===== src/rtl/mdu_issue_ctrl_pkg.sv =====
// Shared definitions for the MDU issue controller: op codes (common with the
// MDU and the decoder), FSM state encodings, the op/operand bundle and helpers.
package mdu_issue_ctrl_pkg;

  localparam int unsigned DATA_W = 32;
  localparam int unsigned OP_W   = 3;
  localparam int unsigned CNT_W  = 5;

  typedef enum logic [2:0] {
    OP_MULT  = 3'd0,
    OP_MULTU = 3'd1,
    OP_DIV   = 3'd2,
    OP_DIVU  = 3'd3,
    OP_MTLO  = 3'd4,
    OP_MTHI  = 3'd5
  } mdu_op_e;

  typedef enum logic [1:0] {
    ST_IDLE  = 2'd0,
    ST_ISSUE = 2'd1,
    ST_RUN   = 2'd2
  } state_e;

  // One MDU operation as it travels through the buffer and issue registers.
  typedef struct packed {
    logic [OP_W-1:0]   op;
    logic [DATA_W-1:0] a;
    logic [DATA_W-1:0] b;
  } mdu_req_t;

  // mult/multu/div/divu occupy the MDU for several cycles; mtlo/mthi do not.
  function automatic logic is_muldiv(input logic [OP_W-1:0] op);
    return (op == OP_MULT) || (op == OP_MULTU) || (op == OP_DIV) || (op == OP_DIVU);
  endfunction

  function automatic logic is_div(input logic [OP_W-1:0] op);
    return (op == OP_DIV) || (op == OP_DIVU);
  endfunction

endpackage


===== src/rtl/mdu_issue_ctrl_pend_buf.sv =====
// One-entry pending buffer holding an MDU op that arrived while the MDU was
// occupied. Flush drops the entry; a load in the same cycle as a clear keeps
// the buffer full with the newly loaded op.
module mdu_pend_buf
  import mdu_issue_ctrl_pkg::*;
(
  input  logic     clk,
  input  logic     reset,
  input  logic     load,
  input  logic     clear,
  input  logic     flush,
  input  mdu_req_t load_req,
  output logic     valid,
  output mdu_req_t req
);

  logic     valid_q, valid_d;
  mdu_req_t req_q, req_d;

  // Next-state: flush beats load, load beats clear (pop and refill together).
  always_comb begin
    valid_d = valid_q;
    req_d   = req_q;
    if (flush) begin
      valid_d = 1'b0;
    end else if (load) begin
      valid_d = 1'b1;
      req_d   = load_req;
    end else if (clear) begin
      valid_d = 1'b0;
    end
  end

  // Buffer registers.
  always_ff @(posedge clk or negedge reset) begin
    if (!reset) begin
      valid_q <= 1'b0;
      req_q   <= '0;
    end else begin
      valid_q <= valid_d;
      req_q   <= req_d;
    end
  end

  assign valid = valid_q;
  assign req   = req_q;

endmodule


===== src/rtl/mdu_issue_ctrl.sv =====
// MDU issue controller for the EX stage: latches MDU ops, pulses the MDU
// start with a stable control code and operands, tracks mult/div to
// completion, queues one op behind a busy MDU, stalls the pipe for
// mfhi/mflo and a full buffer, and flags an MDU that overstays its latency.
//
// Request handshake: the EX stage offers an op with req_valid; stall acts as
// the not-ready signal. An op is taken on the rising edge where
// req_valid=1, flush=0 and stall=0, and the EX stage must hold req_* stable
// until that edge. flush withdraws any offer for that cycle.
module mdu_issue_ctrl
  import mdu_issue_ctrl_pkg::*;
#(
  parameter int unsigned MULT_CYCLES   = 5,
  parameter int unsigned DIV_CYCLES    = 10,
  parameter int unsigned TIMEOUT_SLACK = 4
) (
  input  logic              clk,
  input  logic              reset,
  input  logic              req_valid,
  input  logic [OP_W-1:0]   req_op,
  input  logic [DATA_W-1:0] req_a,
  input  logic [DATA_W-1:0] req_b,
  input  logic              rd_hilo,
  input  logic              flush,
  input  logic              mdu_busy,
  output logic              mdu_start,
  output logic [OP_W-1:0]   mdu_ctrl,
  output logic [DATA_W-1:0] mdu_srca,
  output logic [DATA_W-1:0] mdu_srcb,
  output logic              stall,
  output logic              pend_valid,
  output logic              op_done,
  output logic              err_timeout,
  output logic [1:0]        dbg_state
);

  // Counter loads; the counter is 5 bits, so DIV_CYCLES + TIMEOUT_SLACK <= 31.
  localparam logic [CNT_W-1:0] MULT_LOAD = CNT_W'(MULT_CYCLES + TIMEOUT_SLACK);
  localparam logic [CNT_W-1:0] DIV_LOAD  = CNT_W'(DIV_CYCLES + TIMEOUT_SLACK);

  state_e           state_q, state_d;
  logic [CNT_W-1:0] cnt_q, cnt_d;
  logic             run_first_q, run_first_d;
  logic             start_q, start_d;
  mdu_req_t         iss_q, iss_d;
  logic             op_done_q, op_done_d;
  logic             err_q, err_d;

  logic             buf_valid;
  mdu_req_t         buf_req;
  logic             buf_load;
  logic             buf_clear;

  logic             run_done;
  logic             retire;
  logic             accept;
  mdu_req_t         new_req;

  assign new_req = '{op: req_op, a: req_a, b: req_b};

  mdu_pend_buf u_pend_buf (
    .clk      (clk),
    .reset    (reset),
    .load     (buf_load),
    .clear    (buf_clear),
    .flush    (flush),
    .load_req (new_req),
    .valid    (buf_valid),
    .req      (buf_req)
  );

  // Retire detection, stall and acceptance. Busy is ignored in the first RUN
  // cycle because the MDU raises it one edge after the start pulse. An mtlo
  // or mthi retires in its single ISSUE cycle.
  always_comb begin
    run_done = (state_q == ST_RUN) && !run_first_q && !mdu_busy;
    retire   = run_done || ((state_q == ST_ISSUE) && !is_muldiv(iss_q.op));
    stall    = (rd_hilo && ((state_q != ST_IDLE) || buf_valid)) ||
               (req_valid && buf_valid && !retire);
    accept   = req_valid && !flush && !stall;
  end

  // Next-state, counter, error and buffer control.
  always_comb begin
    state_d     = state_q;
    cnt_d       = cnt_q;
    run_first_d = 1'b0;
    iss_d       = iss_q;
    op_done_d   = 1'b0;
    err_d       = err_q;
    buf_load    = 1'b0;
    buf_clear   = 1'b0;
    unique case (state_q)
      ST_IDLE: begin
        if (accept) begin
          iss_d   = new_req;
          state_d = ST_ISSUE;
        end
      end
      ST_ISSUE: begin
        if (is_muldiv(iss_q.op)) begin
          cnt_d       = is_div(iss_q.op) ? DIV_LOAD : MULT_LOAD;
          run_first_d = 1'b1;
          state_d     = ST_RUN;
          buf_load    = accept;
        end
      end
      ST_RUN: begin
        cnt_d = (cnt_q != '0) ? cnt_q - CNT_W'(1) : '0;
        // Counter reaches zero with the MDU still busy: latch the error and
        // keep waiting for busy to drop.
        if (mdu_busy && (cnt_q <= CNT_W'(1))) begin
          err_d = 1'b1;
        end
        if (run_done) begin
          op_done_d = 1'b1;
        end else begin
          buf_load = accept;
        end
      end
      default: state_d = ST_IDLE;
    endcase
    // On retire the next op comes from the buffer first (FIFO order), else
    // straight from a request accepted this cycle. A flushed buffer entry is
    // never issued.
    if (retire) begin
      if (buf_valid && !flush) begin
        iss_d     = buf_req;
        buf_clear = 1'b1;
        buf_load  = accept;
        state_d   = ST_ISSUE;
      end else if (accept) begin
        iss_d   = new_req;
        state_d = ST_ISSUE;
      end else begin
        state_d = ST_IDLE;
      end
    end
    start_d = (state_d == ST_ISSUE);
  end

  // State, counter and registered outputs.
  always_ff @(posedge clk or negedge reset) begin
    if (!reset) begin
      state_q     <= ST_IDLE;
      cnt_q       <= '0;
      run_first_q <= 1'b0;
      start_q     <= 1'b0;
      iss_q       <= '0;
      op_done_q   <= 1'b0;
      err_q       <= 1'b0;
    end else begin
      state_q     <= state_d;
      cnt_q       <= cnt_d;
      run_first_q <= run_first_d;
      start_q     <= start_d;
      iss_q       <= iss_d;
      op_done_q   <= op_done_d;
      err_q       <= err_d;
    end
  end

  assign mdu_start   = start_q;
  assign mdu_ctrl    = iss_q.op;
  assign mdu_srca    = iss_q.a;
  assign mdu_srcb    = iss_q.b;
  assign pend_valid  = buf_valid;
  assign op_done     = op_done_q;
  assign err_timeout = err_q;
  assign dbg_state   = state_q;

endmodule


===== config.mk =====
export PLATFORM = sky130hd
export DESIGN_NAME = mdu_issue_ctrl
export DESIGN_NICKNAME = d
export VERILOG_FILES = /design/src/rtl/mdu_issue_ctrl_pkg.sv /design/src/rtl/mdu_issue_ctrl_pend_buf.sv /design/src/rtl/mdu_issue_ctrl.sv
export SDC_FILE = /design/constraint.sdc
export NUM_CORES = 1
export LEC_CHECK = 0
export ABC_CLOCK_PERIOD_IN_PS = 2000
export CORE_ASPECT_RATIO = 1.4
export CORE_MARGIN = 10
export CORE_UTILIZATION = 47
export DETAILED_ROUTE_END_ITERATION = 8
export GPL_ROUTABILITY_DRIVEN = 0
export GPL_TIMING_DRIVEN = 0
export PLACE_DENSITY = 0.77
export SYNTH_ARGS = -nofsm -noshare
export SYNTH_HDL_FRONTEND = slang
export SYNTH_SLANG_ARGS = --single-unit

===== constraint.sdc =====
create_clock -name clk -period 2 [get_ports clk]
set_input_delay 0.4 -clock clk [delete_from_list [all_inputs] [get_ports clk]]
set_output_delay 0.4 -clock clk [all_outputs]
set_load 0.02 [all_outputs]

==> results.py, run 1 <==
metrics = {
    "status": {
        "status": "complete, but fails checks",
        "violations": "negative setup slack",
    },
    "floorplanning": {
        "start_util_pct": 48.3,
        "rows": 52,
        "die_area_um2": 20300,
        "pin_count": 147,
        "die_w_um": 123,
        "core_area_um2": 14600,
        "die_h_um": 165,
    },
    "place": {
        "port_buffers": 146,
        "place_hpwl_um": 15000,
        "dp.cells": 944,
        "post-place-ws_ns": -0.711,
    },
    "cts": {
        "cts_max_path_buffers": 2,
        "cts_buffers": 17,
        "cts.clk_slew.worst_paths_ns": 0.06,
        "cts_sinks": 146,
        "root_buffer": "clkbuf_16",
        "clk_latency_ns": 0.42,
        "ctsHoldBuffers": 0,
        "cts_tree": "done",
        "htree_levels": 4,
    },
    "sta": {
        "period_minus_slack_ns": 2.19,
        "hold_slack_ns": 0.0492,
        "fmax_mhz": 456,
        "rsz0062_at_grt": "true",
        "worst_slew_pin_slew_ns": 0.835,
        "setup_viol": 135,
        "hold_violations": 0,
        "slew_viol_final": 0,
        "fin_crit_sh_pct": 110,
        "relSlewSlack_pct": 44.3,
        "setup_slack_ns": -0.192,
        "skew_ns": 0.00856,
    },
    "yosys": {
        "synth-simple-area-share_pct": 6.22,
        "synth_area_um2": 7040,
        "netlist_instances": 608,
        "ys_seq_area_share_pct": 51.9,
        "synth_compound_area_share_pct": 24.9,
        "syn_area_per_cell_um2": 11.6,
        "synth.distinct_cells": 44,
        "ys_warn_count": 0,
        "synth.area.mux_share_pct": 10.9,
        "synth_xor_area_share_pct": 0.124,
        "synth_seq_cells": 146,
        "synth_top_family_by_area": "compound AO/OA/AOI/OAI gates",
        "synth_fa_ha_area_share_pct": 1.07,
        "syn_nets": 687,
    },
    "worst_setup_path": {
        "crit_chain": "inv_4, ha_4, nor3b_4, buf_6, or4b_4, clkbuf_16, clkbuf_16, o22ai_2, nor2_1",
        "cp-end-kind": "flop",
        "r2r_start": "dbg_state[0]",
        "crit_top_cell": "clkbuf_16",
        "cp_data_required_time_ns": 2.29,
        "worstPathArrival_ns": 2.49,
        "critPathSlowestCell": "or4b_4",
        "start_kind": "flop",
        "critPathKind": "flop to flop",
        "path_max_fanout": 6,
        "crit_path_start": "dbg_state[0]",
        "max_stage_delay_ns": 0.54,
    },
    "cells_and_area": {
        "drive_gt1_share_pct": 31.8,
        "final_common_cell": "dfrtp_1",
        "antenna_cells": 0,
        "areaGrowthSynthToFinish_pct": 48.7,
        "layout_common_cells": "dfrtp_1, clkdlybuf4s50_1, nor2_1",
        "fin_util_pct": 71.8,
        "final_nets": 868,
        "final_cells": 991,
    },
    "route": {
        "wl_um": 23000,
        "vias_per_cell": 6.28,
        "post_drt_wl_per_cell_um": 23.2,
        "vias": 6221,
        "drc": 0,
        "drtAntennaViolNets": 0,
        "dr.first_iter.drc_count": 572,
        "drtPass1Iterations": 4,
    },
    "global_route": {
        "grt_most_used_layer": "met2",
        "grt_use_total_pct": 20.7,
        "grt_pass1_wl_um": 33700,
        "grt_use_met1_pct": 23.8,
        "met3_usage_pct": 5.50,
        "met2_usage_pct": 36.3,
        "grt_max_degree": 89,
        "grt.overflow.total": 0,
        "antenna_found_initial": 0,
        "first_global_vias": 6461,
    },
    "flow_run": {
        "maxCapViolCount": 0,
    },
    "power_and_ir_drop": {
        "switchingPower_mw": 5.97,
        "intPower_mw": 9.93,
        "swShare_pct": 37.5,
        "pwr-share-comb_pct": 45.8,
        "leakagePower_nw": 4.37,
        "power.total_mw": 15.9,
        "p_per_area_nw_per_um2": 1520,
        "peakVddDrop_v": 0.000874,
        "power_frac_seq_pct": 33.6,
        "pwr-share-clk_pct": 20.7,
    },
    "worst_hold_path": {
        "worstHoldPathType": "input pin to asynchronous set/reset pin",
    },
}
[sequential cells by signal, indices dropped and copies added (netlist names), 2 cells and up]
| register | count |
|---|---|
| mdu_srca | 32 |
| cnt_q | 5 |
| mdu_ctrl | 3 |
| mdu_srcb | 32 |
| u_pend_buf.req | 67 |
| dbg_state | 2 |
[power groups by stage]
stage | logic (mW) | clock network, mW | registers [mW]
2_1_floorplan | 2.79 | 0 | 5.82
3_3_place_gp | 5.88 | 0 | 5.12
3_5_place_dp | 6.08 | 0 | 5.21
4_1_cts | 6.39 | 3.31 | 5.19
5_1_grt | 7.76 | 3.44 | 5.48
6_report | 7.27 | 3.29 | 5.33
[timing repair]
item / 4_1_cts / 5_1_grt
hold endpoints to repair: 0 / 0
endpoints found under the setup margin: 140 / 138
resized for setup: 56 / 147
setup buffers: 9 / 1
pin swaps: 3 / 10
gates cloned: 0 / 7
[stage by stage]
stage                     cell area [µm²]  setup TNS, ns
after floorplan                      7100          -7.93
after global routing                10500         -25.40
final                               10500         -18.95
after CTS                            9680         -12.20
after detailed placement             8830         -78.47
after global placement               8800        -826.20
[routing by layer]
metal  vias up  wire length [µm]
met4         0               406
li1       2759                 -
met2       221             12000
met3        33              1440
met1      3208              9150
met5         -                 0
[critical path: cells and delay by family (launching register included)]
family	cells	cell delay (ns)
and+or+nand+nor	3	0.77
buffers and inverters	4	0.56
DFF	1	0.43
adders and majority gates	1	0.16
AOI/OAI and AO/OA	1	0.14
[synth_stat cells]
master     number  area share, %
a2111oi_0       1           0.12
a211o_1         1           0.12
a211oi_1        1           0.11
a21bo_2         1           0.14
a21oi_1         8           0.57
a221o_1         3           0.43
a221oi_1       64            8.0
a22o_1          1           0.12
a2bb2oi_1       1           0.12
a31o_2          1           0.12
and2_1          1          0.089
and3_1          3           0.27
buf_1           5           0.27
buf_2          18            1.3
buf_6          10            1.6
clkbuf_1       26            1.4
dfrtp_1       146             52
ha_1            6            1.1
inv_1           7           0.37
mux2_1         19            3.0
mux2_2         49            7.8
nand2_1         7           0.37
nand2b_1        2           0.18
nand3_1         1          0.071
nor2_1         73            3.9
nor2b_1         5           0.44
nor3_1          2           0.14
nor3b_2         1           0.18
o2111ai_1       1           0.12
o21a_1          3           0.32
o21ai_0         2           0.14
o21ai_2         1           0.12
o21bai_1        1           0.11
o221a_2         1           0.16
o221ai_1        1           0.12
o22ai_1        64            5.7
o2bb2ai_1      64            8.0
o311ai_0        1           0.12
o32a_1          1           0.14
or2_2           1          0.089
or3b_4          1           0.16
or4b_1          1           0.14
or4b_4          1           0.20
xnor2_1         1           0.12
[logic make-up after synthesis]
logic type                 after synthesis
DFF                                    146
adders and majority gates                6
buffers and inverters                   66
xor gates and xnor gates                 1
AOI/OAI and AO/OA                      222
and+or+nand+nor                         99
muxes                                   68
[cell type report]
class,instances,area [µm²]
fill,993,4110
multi-input combinational,397,3710
sequential,146,3660
timing repair buffer,163,1740
buffer,57,485
clock buffer,20,447
tap,189,236
clock inverter,12,158
inverter,7,28.8
[path summary, 6_finish.rpt]
kind	to	slack (ns)	cells past startpoint
min	u_pend_buf.req[47]	0.05	1
max	mdu_srca[29]	-0.19	9
max in group asynchronous	mdu_srcb[8]	1.19	2
max reg2reg	mdu_srca[29]	-0.19	9
min in group clk	err_timeout	0.46	1
min reg2reg	err_timeout	0.46	1
(Power assumes the default switching activity.)
==> run 2: changes to the inputs <==
Settings changed: CTS_BUF_LIST set to sky130_fd_sc_hd__clkbuf_8 sky130_fd_sc_hd__clkbuf_16.
==> results.py, run 2 (synthesis results as in run 1) <==
metrics = {
    "worst_setup_path": {
        "r2r_start": "dbg_state[0]",
        "critPathSlowestCell": "or4b_4",
        "critPathKind": "flop to flop",
        "start_kind": "flop",
        "crit_path_start": "dbg_state[0]",
        "cp_data_required_time_ns": 2.29,
        "crit_top_cell": "clkbuf_16",
        "crit_chain": "inv_4, ha_4, nor3b_4, buf_6, or4b_4, clkbuf_16, clkbuf_16, o22ai_2, nor2_1",
        "r2r-end": "mdu_srca[29]",
        "rrSetupSlack_ns": -0.19,
        "max_stage_delay_ns": 0.54,
        "cp-end-kind": "flop",
        "worstPathArrival_ns": 2.48,
        "worstSetupEndpoint": "mdu_srca[29]",
        "ff2ff_path_depth": 9,
        "path_max_fanout": 6,
    },
    "place": {
        "port_buffers": 146,
        "place_area_um2": 8830,
        "place_hpwl_um": 15000,
        "post-place-ws_ns": -0.711,
    },
    "cells_and_area": {
        "drive_gt1_share_pct": 31.8,
        "largest_reg_flops": 67,
        "areaGrowthSynthToFinish_pct": 48.7,
        "antenna_cells": 0,
        "final_area_um2": 10500,
        "fin_util_pct": 71.8,
        "layout_common_cells": "dfrtp_1, clkdlybuf4s50_1, nor2_1",
        "final_common_cell": "dfrtp_1",
        "final_nets": 868,
    },
    "route": {
        "drc": 0,
        "drtAntennaViolNets": 0,
        "drtPass1Iterations": 4,
        "vias": 6241,
        "post_drt_wl_per_cell_um": 23.3,
        "vias_per_cell": 6.30,
        "wl_um": 23100,
        "dr.first_iter.drc_count": 588,
    },
    "global_route": {
        "grt_pass1_wl_um": 33700,
        "grt_use_met1_pct": 23.8,
        "grt_use_total_pct": 20.7,
        "grt_most_used_layer": "met2",
        "antenna_found_initial": 0,
        "grt_max_degree": 89,
        "met3_usage_pct": 5.50,
        "first_global_vias": 6460,
        "grt.overflow.total": 0,
        "met2_usage_pct": 36.3,
    },
    "floorplanning": {
        "pin_count": 147,
        "start_util_pct": 48.3,
        "die_h_um": 165,
        "die_w_um": 123,
        "rows": 52,
        "die_area_um2": 20300,
        "core_area_um2": 14600,
    },
    "cts": {
        "cts_buffers": 17,
        "cts_sinks": 146,
        "cts_tree": "done",
        "root_buffer": "clkbuf_16",
        "clk_latency_ns": 0.42,
        "cts.clk_slew.worst_paths_ns": 0.06,
        "cts_max_path_buffers": 2,
        "htree_levels": 4,
    },
    "power_and_ir_drop": {
        "peakVddDrop_v": 0.000875,
        "p_per_area_nw_per_um2": 1520,
        "pwr-share-comb_pct": 45.8,
        "power_frac_seq_pct": 33.6,
        "switchingPower_mw": 5.97,
        "power.total_mw": 15.9,
        "intPower_mw": 9.92,
        "pwr-share-clk_pct": 20.6,
        "leakagePower_nw": 4.37,
        "swShare_pct": 37.6,
    },
    "worst_hold_path": {
        "worstHoldPathType": "input pin to asynchronous set/reset pin",
    },
    "sta": {
        "period_minus_slack_ns": 2.19,
        "setup_slack_ns": -0.190,
        "fmax_mhz": 457,
        "relSlewSlack_pct": 44.0,
        "worst_slew_pin_slew_ns": 0.840,
        "hold_violations": 0,
        "rsz0062_at_grt": "true",
        "setup_viol": 135,
        "slew_viol_final": 0,
        "skew_ns": 0.00829,
        "fin_crit_sh_pct": 110,
    },
    "status": {
        "status": "complete, but fails checks",
        "violations": "negative setup slack",
    },
    "flow_run": {
        "maxCapViolCount": 0,
    },
}
-- run 2: changes by cell type in the layout (fill, tap and decap cells not counted) --
cell	previous run	this run
clkbuf_1	12	10
inv_1	5	7
-- run 2: worst max-delay path, delay by kind of cell (launching register included) --
kind            cells  cell delay, ns
buf+inv             4            0.56
compound gates      1            0.14
fa+ha+maj           1            0.16
simple gates        3            0.77
flops               1            0.43
-- run 2: worst min path at each step --
stage,startpoint,endpoint,cells after the start
2_1_floorplan,reset,cnt_q[0],0
3_3_place_gp,cnt_q[4],err_timeout,1
3_5_place_dp,cnt_q[4],err_timeout,1
4_1_cts,reset,u_pend_buf.req[56],1
5_1_grt,reset,u_pend_buf.req[56],1
6_report,reset,u_pend_buf.req[47],1
-- run 2: power by group through the flow --
stage                     sequential (mW)  clock (mW)  combinational, mW
after floorplan                      5.82           0               2.79
after global placement               5.12           0               5.88
after detailed placement             5.21           0               6.08
after CTS                            5.19        3.30               6.39
after global routing                 5.48        3.43               7.76
final                                5.34        3.27               7.28
-- run 2: layer usage --
metal	vias to the layer above	part of all wire, %	routed length [µm]
li1	2758	-	-
met5	-	0	0
met1	3206	39	9060
met2	240	52	12000
met3	37	6.7	1540
met4	0	1.9	428
-- run 2: layout make-up --
cell class                 instances  area (µm²)
multi-input combinational        397        3710
clock buffer                      18         439
clock inverter                    14         165
tap                              189         236
inverter                           7        28.8
sequential                       146        3660
buffer                            57         485
fill                             993        4110
timing repair buffer             163        1740
-- run 2: what timing repair did --
item | CTS | global route
endpoints found under the setup margin | 140 | 138
pin swaps | 3 | 10
buffers inserted | 9 | 1
hold buffers | 0 | 0
hold endpoints to repair | 0 | 0
cloned | 0 | 7
gates resized for setup | 56 | 147
-- run 2: per-stage QoR --
step / hold WS, ns / cells / setup TNS, ns
after global placement: 0.447 / 943 / -826.20
final: 0.0512 / 991 / -18.45
after global routing: 0.105 / 991 / -25.39
after detailed placement: 0.463 / 944 / -78.47
after CTS: 0.0752 / 983 / -12.19
after floorplan: 0.104 / 608 / -7.93
==> run 3: changes to the inputs <==
Settings changed: CAP_MARGIN set to 20, CORE_UTILIZATION 47 to 30, PLACE_DENSITY 0.77 to unset.
==> results.py, run 3 (synthesis results as in run 1) <==
metrics = {
    "floorplanning": {
        "die_h_um": 201,
        "start_util_pct": 30.3,
        "core_area_um2": 23200,
        "pin_count": 147,
        "die_area_um2": 30100,
        "die_w_um": 149,
        "rows": 66,
    },
    "cells_and_area": {
        "layout_common_cells": "dfrtp_1, clkdlybuf4s50_1, nor2_1",
        "fill_cells": 2105,
        "largest_reg_flops": 67,
        "areaGrowthSynthToFinish_pct": 54.7,
        "drive_gt1_share_pct": 33.9,
        "final_nets": 884,
        "final_area_um2": 10900,
        "final_common_cell": "dfrtp_1",
    },
    "cts": {
        "cts_buffers": 17,
        "cts_max_path_buffers": 2,
        "cts_tree": "done",
        "cts_sinks": 146,
        "root_buffer": "clkbuf_16",
        "cts.clk_slew.worst_paths_ns": 0.06,
        "clk_latency_ns": 0.43,
        "htree_levels": 4,
    },
    "route": {
        "dr.first_iter.drc_count": 279,
        "drc": 0,
        "drtPass1Iterations": 4,
        "vias": 6011,
        "vias_per_cell": 5.34,
        "post_drt_wl_per_cell_um": 20.9,
        "drtAntennaViolNets": 0,
        "wl_um": 23500,
    },
    "sta": {
        "fmax_mhz": 451,
        "slew_viol_final": 0,
        "rsz0062_at_grt": "true",
        "relSlewSlack_pct": 60.0,
        "skew_ns": 0.00686,
        "setup_viol": 136,
        "hold_slack_ns": 0.472,
        "fin_crit_sh_pct": 111,
        "worst_slew_pin_slew_ns": 0.599,
        "hold_violations": 0,
        "period_minus_slack_ns": 2.22,
        "setup_slack_ns": -0.219,
    },
    "place": {
        "place_area_um2": 8980,
        "place_hpwl_um": 15200,
        "port_buffers": 146,
    },
    "worst_setup_path": {
        "cp_data_required_time_ns": 2.31,
        "crit_top_cell": "buf_6",
        "critPathSlowestCell": "dfrtp_2",
        "start_kind": "flop",
        "crit_chain": "inv_4, ha_1, nor2b_1, o221a_4, o21ai_4, buf_4, buf_6, buf_6, mux2_2",
        "cp-end-kind": "flop",
        "max_stage_delay_ns": 0.44,
        "crit_family": "buffers and inverters",
        "crit_buf_inv": 4,
        "critPathKind": "flop to flop",
        "path_max_fanout": 10,
        "worstPathArrival_ns": 2.53,
    },
    "power_and_ir_drop": {
        "p_per_area_nw_per_um2": 1470,
        "power.total_mw": 16.0,
        "peakVddDrop_v": 0.000712,
        "leakagePower_nw": 4.44,
    },
    "global_route": {
        "first_global_vias": 6285,
        "antenna_found_initial": 1,
        "grt_max_degree": 89,
        "grt_use_total_pct": 14.9,
        "grt.overflow.total": 0,
        "grt_pass1_wl_um": 35700,
    },
    "status": {
        "violations": "negative setup slack",
        "status": "complete, but fails checks",
    },
    "flow_run": {
        "maxCapViolCount": 0,
    },
    "worst_hold_path": {
        "worstHoldPathType": "flop to flop",
    },
}
-- run 3: changes by cell type in the layout (fill, tap and decap cells not counted), moves of 3 or more --
cell and change:
mux2_4 -18, o22ai_2 -4, a221oi_2 +6, buf_6 +6
a221oi_1 -6, clkbuf_2 -4, o22ai_4 +6, mux2_2 +18
buf_16 +3, buf_4 +5
-- run 3: path summary, 6_finish.rpt --
check | cells after the start | slack, ns | from | endpoint
max | 9 | -0.22 | dbg_state[0] | u_pend_buf.req[8]
min | 1 | 0.47 | cnt_q[4] | err_timeout
max reg2reg | 9 | -0.22 | dbg_state[0] | u_pend_buf.req[8]
min reg2reg | 1 | 0.47 | cnt_q[4] | err_timeout
max in group asynchronous | 3 | 0.63 | reset | u_pend_buf.req[42]
min in group asynchronous | 2 | 0.52 | reset | u_pend_buf.req[13]
-- run 3: power breakdown --
group | total (mW) | leakage (nW) | switching [mW] | internal [mW]
logic | 7.43 | 2.41 | 3.60 | 3.83
clock network | 3.22 | 0.287 | 1.32 | 1.90
registers | 5.30 | 1.74 | 1.06 | 4.24
total | 16.0 | 4.44 | 5.99 | 9.97
-- run 3: per-layer routing --
layer	wire, µm	global-route usage [%]	vias up
li1	-	-	2790
met1	9690	17.8	3062
met2	12200	25.0	133
met3	1240	3.89	26
met4	441	5.34	0
met5	0	0	-
-- run 3: metrics by stage --
step           utilization, %  setup TNS [ns]  instances  setup WS (ns)
2_1_floorplan               -           -7.93        608        -0.0794
3_3_place_gp             38.6         -944.81       1060          -6.40
3_5_place_dp             38.7          -96.21       1061         -0.786
4_1_cts                  43.5          -20.25       1114         -0.209
5_1_grt                  46.9          -33.83       1125         -0.309
6_report                 46.9          -23.72       1125         -0.219
-- run 3: area by class of cell --
type | count | area (µm²) | area share (%)
antenna | 1 | 2.50 | 0.0230
multi-input combinational | 396 | 3720 | 34.2
sequential | 146 | 3660 | 33.6
timing repair buffer | 180 | 1980 | 18.2
inverter | 7 | 28.8 | 0.264
buffer | 57 | 518 | 4.76
tap | 306 | 383 | 3.52
clock inverter | 13 | 136 | 1.25
clock buffer | 19 | 453 | 4.16
-- run 3: timing repair --
item,CTS,global route
endpoints found under the setup margin,140,138
endpoints found under the hold margin,58,0
gates resized for setup,99,111
setup buffers,19,3
gates cloned,3,7
pin swaps,8,13
hold buffers,1,0
